$ cat src/rtl/controlunit_tx.sv
// UART transmit control unit: latches a byte and line control, builds the 11-bit frame and shifts it out LSB first.
// Optional one-deep request holding register is enabled with `define CONTROLUNIT_TX_HOLD_EN.
module controlunit_tx #(
  parameter int OVERSAMPLE = 16
) (
  input  logic        clk,
  input  logic        rst,
  input  logic [7:0]  tx_data,
  input  logic [4:0]  line_control_reg,
  input  logic        tx_start,
  input  logic        baud_tick,
  output logic        tx_ready,
  output logic        tx_busy,
  output logic        tx_serial,
  output logic [10:0] parallel_data_tx,
  output logic        transmission_done_flag
);
  localparam int CW = $clog2(OVERSAMPLE);

  typedef enum logic [2:0] {IDLE, START, DATA, PARITY, STOP1, STOP2} state_t;

  state_t        state, state_nxt;
  logic [CW-1:0] tick_cnt, tick_nxt;
  logic [2:0]    bit_idx, bit_nxt;
  // parity sense is already folded into the frame, so only [3:0] is kept
  logic [3:0]    lcr;
  logic [10:0]   frame_nxt;
  logic [7:0]    data_bits;
  logic [7:0]    src_data;
  logic [4:0]    src_lcr;
  logic          bit_end, last_stop, frame_done;
  logic          load, load_direct, load_hold, serial_nxt;

  function automatic logic [10:0] build_frame(input logic [7:0] d, input logic [4:0] l);
    logic [7:0] mask;
    logic       par;
    mask = 8'hFF >> (2'd3 - l[1:0]);
    par  = ^(d & mask) ^ ~l[4];
    if (!l[3]) par = 1'b1;
    return {1'b1, par, d | ~mask, 1'b0};
  endfunction

  assign tx_busy     = (state != IDLE);
  assign bit_end     = baud_tick && (tick_cnt == CW'(OVERSAMPLE - 1));
  assign last_stop   = (state == STOP2) || (state == STOP1 && !lcr[2]);
  assign frame_done  = last_stop && bit_end;
  assign load_direct = tx_start && tx_ready && (state == IDLE);

`ifdef CONTROLUNIT_TX_HOLD_EN
  logic       hold_valid;
  logic [7:0] hold_data;
  logic [4:0] hold_lcr;

  assign tx_ready  = !hold_valid;
  // a held request starts either straight out of the final stop bit or from idle
  assign load_hold = hold_valid && (state == IDLE || frame_done);
  assign src_data  = load_hold ? hold_data : tx_data;
  assign src_lcr   = load_hold ? hold_lcr  : line_control_reg;

  always_ff @(posedge clk or negedge rst) begin
    if (!rst) begin
      hold_valid <= 1'b0;
      hold_data  <= '0;
      hold_lcr   <= '0;
    end else if (tx_start && !hold_valid && tx_busy) begin
      hold_valid <= 1'b1;
      hold_data  <= tx_data;
      hold_lcr   <= line_control_reg;
    end else if (load_hold) begin
      hold_valid <= 1'b0;
    end
  end
`else
  assign tx_ready  = !tx_busy && (state == IDLE);
  assign load_hold = 1'b0;
  assign src_data  = tx_data;
  assign src_lcr   = line_control_reg;
`endif

  assign load      = load_direct || load_hold;
  assign frame_nxt = load ? build_frame(src_data, src_lcr) : parallel_data_tx;
  assign data_bits = frame_nxt[8:1];

  always_comb begin
    state_nxt = state;
    case (state)
      IDLE:    if (load) state_nxt = START;
      START:   if (bit_end) state_nxt = DATA;
      DATA:    if (bit_end && bit_idx == {1'b1, lcr[1:0]}) state_nxt = lcr[3] ? PARITY : STOP1;
      PARITY:  if (bit_end) state_nxt = STOP1;
      STOP1:   if (bit_end) state_nxt = lcr[2] ? STOP2 : (load ? START : IDLE);
      STOP2:   if (bit_end) state_nxt = load ? START : IDLE;
      default: state_nxt = IDLE;
    endcase

    if (state_nxt != state || bit_end)      tick_nxt = '0;
    else if (baud_tick && state != IDLE)    tick_nxt = tick_cnt + 1'b1;
    else                                    tick_nxt = tick_cnt;

    if (state_nxt != state)                 bit_nxt = '0;
    else if (state == DATA && bit_end)      bit_nxt = bit_idx + 1'b1;
    else                                    bit_nxt = bit_idx;

    case (state_nxt)
      START:   serial_nxt = 1'b0;
      DATA:    serial_nxt = data_bits[bit_nxt];
      PARITY:  serial_nxt = frame_nxt[9];
      default: serial_nxt = 1'b1;
    endcase
  end

  always_ff @(posedge clk or negedge rst) begin
    if (!rst) begin
      state                  <= IDLE;
      tick_cnt               <= '0;
      bit_idx                <= '0;
      lcr                    <= '0;
      parallel_data_tx       <= 11'h7FF;
      tx_serial              <= 1'b1;
      transmission_done_flag <= 1'b0;
    end else begin
      state                  <= state_nxt;
      tick_cnt               <= tick_nxt;
      bit_idx                <= bit_nxt;
      tx_serial              <= serial_nxt;
      transmission_done_flag <= frame_done;
      if (load) begin
        lcr              <= src_lcr[3:0];
        parallel_data_tx <= frame_nxt;
      end
    end
  end

endmodule

$ cat config.mk
export PLATFORM = sky130hd
export DESIGN_NAME = controlunit_tx
export DESIGN_NICKNAME = d
export VERILOG_FILES = /design/src/rtl/controlunit_tx.sv
export SDC_FILE = /design/constraint.sdc
export NUM_CORES = 1
export LEC_CHECK = 0
export ABC_AREA = 1
export CAP_MARGIN = 20
export CORE_MARGIN = 10
export CORE_UTILIZATION = 40
export CTS_CLUSTER_DIAMETER = 80
export DETAILED_ROUTE_END_ITERATION = 12
export DONT_BUFFER_PORTS = 1
export HOLD_SLACK_MARGIN = 0.02
export MAX_ROUTING_LAYER = met4
export PLACE_DENSITY_LB_ADDON = 0.2
export SLEW_MARGIN = 20
export SYNTH_ARGS = -nofsm -noshare
export SYNTH_HDL_FRONTEND = slang
export SYNTH_SLANG_ARGS = --single-unit
$ cat constraint.sdc
create_clock -name clk -period 2.3 [get_ports clk]
set_input_delay 0.345 -clock clk [delete_from_list [all_inputs] [get_ports clk]]
set_output_delay 0.345 -clock clk [all_outputs]
set_load 0.05 [all_outputs]
==> metrics.txt, run 1 <==
Total Nets Final=237; count of different cell masters after synthesis=34; switching power as a share of total power=47.7%; number of buffers created by CTS=3; post-detailed-route DRC marker count=0; top post-synthesis cells by count=nand2_1, inv_1, nand3_1, nor2_1, dfrtp_1; placed cell area=1700 um2; FP Rows=23; Crit path arrival time=2300 ps; maxcap violations=0; number of buffers on the longest clock path=2; prevailing post-synth register cell=dfrtp_1; total congestion overflow after global routing=0; placeable core region=3970 um2; largest net degree at the start of global routing=27; areal power density over the cells=1120 nW/um2; number of levels the H-tree was split into=1; total clock sinks=26; power share of the combinational group=34.5%; number of enable-type register cells in the synthesized netlist=0; total non-filler cell area in the finished layout=1860 um2; number of vias in the routed layout=1307; Area Overhead vs Synth=13.5%; Post-Layout Cell Count=267; proportion of power drawn by flip-flops and latches=50.8%; Die Footprint=7050 um2; top cell type's share of synthesized area=22.9%; most area-hungry cell type in the Yosys netlist=dfrtp_1; internal reg-to-reg setup slack=200 ps; post-placement worst setup slack=183 ps; height of the die=84.0 um; DR pass1 iterations=4; period utilisation layout=91.5%; CTS tree=done; final antenna-violating net count=0; Synthesis Warnings=0; post-synthesis sequential area ratio=40.6%; crit path capture type=flip-flop; root buf cell=clkbuf_8; minimum setup slack in the final design=196 ps; upper clock frequency limit=475 MHz; hpwl dp=2930 um; worst IR drop on VDD=0.593 mV; final worst path period need=2100 ps; Final Skew=5.99 ps; wire length of the first global-routing pass=6440 um; FF-to-FF path depth=15; routed vias/inst=4.90; endpoints failing setup=0; netlist area before placement=1640 um2; cell types with the largest area share after synthesis=dfrtp_1, dfstp_2, nand2_1, inv_1, nand3_1; WL/cell=14.1 um; hold path cells=2; synthesized netlist cell count=208; proportion of synthesized flip-flops having asynchronous set or reset=100%; number of antenna violations at the first check in global routing=0; total placed cells including tap cells=258; leading cell type by number of instances after synthesis=nand2_1; cell leakage power=0.950 nW; internal power contribution=0.00109 W; number of port buffers=0; outcome=finished, final reports clean; Max Transition Viols Final=0; fraction of power consumed by the clock network=14.7%; final-report hold violation count=0; Setup Crit Path Kind=flip-flop to flip-flop; global placement routability congestion=0.846; Initial Utilization=41.2%; global router's overall resource usage=11.1%; HP Class=input pin to flip-flop; critical path launch point type=flip-flop; total routed wirelength=3750 um; diode insertion count for antenna repair=0; source-to-sink clock delay at the later pin of the worst-skew pair=270 ps; fraction of layout instances using a drive strength above 1=27.2%; number of nets in the synthesized netlist=227; horizontal die dimension=84.0 um; I/O pin count=32; number of fill cells=412; Mapped Avg Cell Area=7.87 um2; critical path fanouts, max=8; drt first-iter violations=49; P_sw=0.000991 W; clock-pin slew on the worst setup and hold paths=100 ps; vias in the first global route=1343; Yosys reg bits=26; Final TNS setup=0 ps; required time worst endpoint=2500 ps
## metal layers
metal / vias up / track usage (%) / part of all wire, %
met4: 0 / 2.89 / 0.40
met2: 24 / 17.7 / 49
met3: 2 / 3.22 / 6.4
met5: - / - / 0
li1: 675 / - / -
met1: 606 / 13.3 / 45
## worst max-delay path, stage by stage, from the launching register on
cell and delay (ps):
dfrtp_1 390, ha_2 190, nand2_2 80, inv_2 70
nand2_4 80, nor2_4 130, nand4_1 130, buf_4 170
a21oi_2 230, nor2_8 80, nand3_4 90, nand2_1 60
nand3_1 80, nand3_1 90, nand3_2 90, nand3_2 60
## cells by family after synthesis
kind of cell    synth area share, %
compound gates                 7.19
buf+inv                        9.02
fa+ha+maj                      1.53
xor+xnor                       5.89
simple gates                   35.6
other cells                   0.229
flops                          40.6
## cells in the final DEF, fill, tap and decap left out, drive strengths merged, types with 2 or more instances in the layout
cell type,netlist,routed
or2,7,7
nor2,24,24
nand4,5,5
dfrtp,15,15
nor3,4,4
buf,2,6
dfstp,11,11
inv,36,36
clkbuf,0,4
ha,2,2
a21oi,3,3
o21ai,13,13
nand3,22,22
nand3b,2,2
nand2,44,44
xor2,10,10
## worst paths after layout
check	from	to
max	tick_cnt[1]	tx_serial
max reg2reg	tick_cnt[1]	tx_serial
max in group asynchronous	rst	parallel_data_tx[9]
min	line_control_reg[2]	lcr[2]
min in group asynchronous	rst	tick_cnt[3]
min reg2reg	lcr[0]	lcr[0]
## area by class of cell
type	instances	area [um2]	area share [%]
Timing Repair Buffer	7	67.6	3.64
Tap cell	50	62.6	3.37
Inverter	36	135	7.28
Multi-Input combinational cell	144	872	47.0
Sequential cell	26	664	35.8
Clock buffer	4	55.1	2.96
## sequential cells by signal, indices dropped and copies added, names as in the netlist
register and cells:
lcr 4, tick_cnt 4, state 3, tx_serial 1
bit_idx 3, parallel_data_tx 10, transmission_done_flag 1
## power by group through the flow
stage	Sequential [W]	Combinational [W]	Clock, W
finish	0.00106	0.000716	0.000306
global route	0.00108	0.000823	0.000328
CTS	0.00106	0.000681	0.000318
detailed placement	0.00107	0.000661	0
global placement	0.00107	0.000657	0
floorplan	0.00103	0.000543	0
## metrics by stage
stage               power, W  utilization (%)  hold WS [ps]
floorplan            0.00158                -          49.4
global placement     0.00173             42.8          50.3
detailed placement   0.00173             42.8          50.4
CTS                  0.00206             45.0           185
global route         0.00223             46.8           185
finish               0.00208             46.8           191
## repair_timing
item                                    4_1_cts  5_1_grt
hold buffers                                  2        0
hold endpoints to repair                     26        0
gates resized for setup                       0       10
buffers inserted                              0        3
endpoints found under the setup margin        0        1
No activity file was read; power rests on OpenSTA's default activity.
==> run 2, diff against run 1 <==
- CAP_MARGIN: 20 -> unset
==> results of run 2 <==
No change in the layout: final DEF, timing and power equal those of run 1.
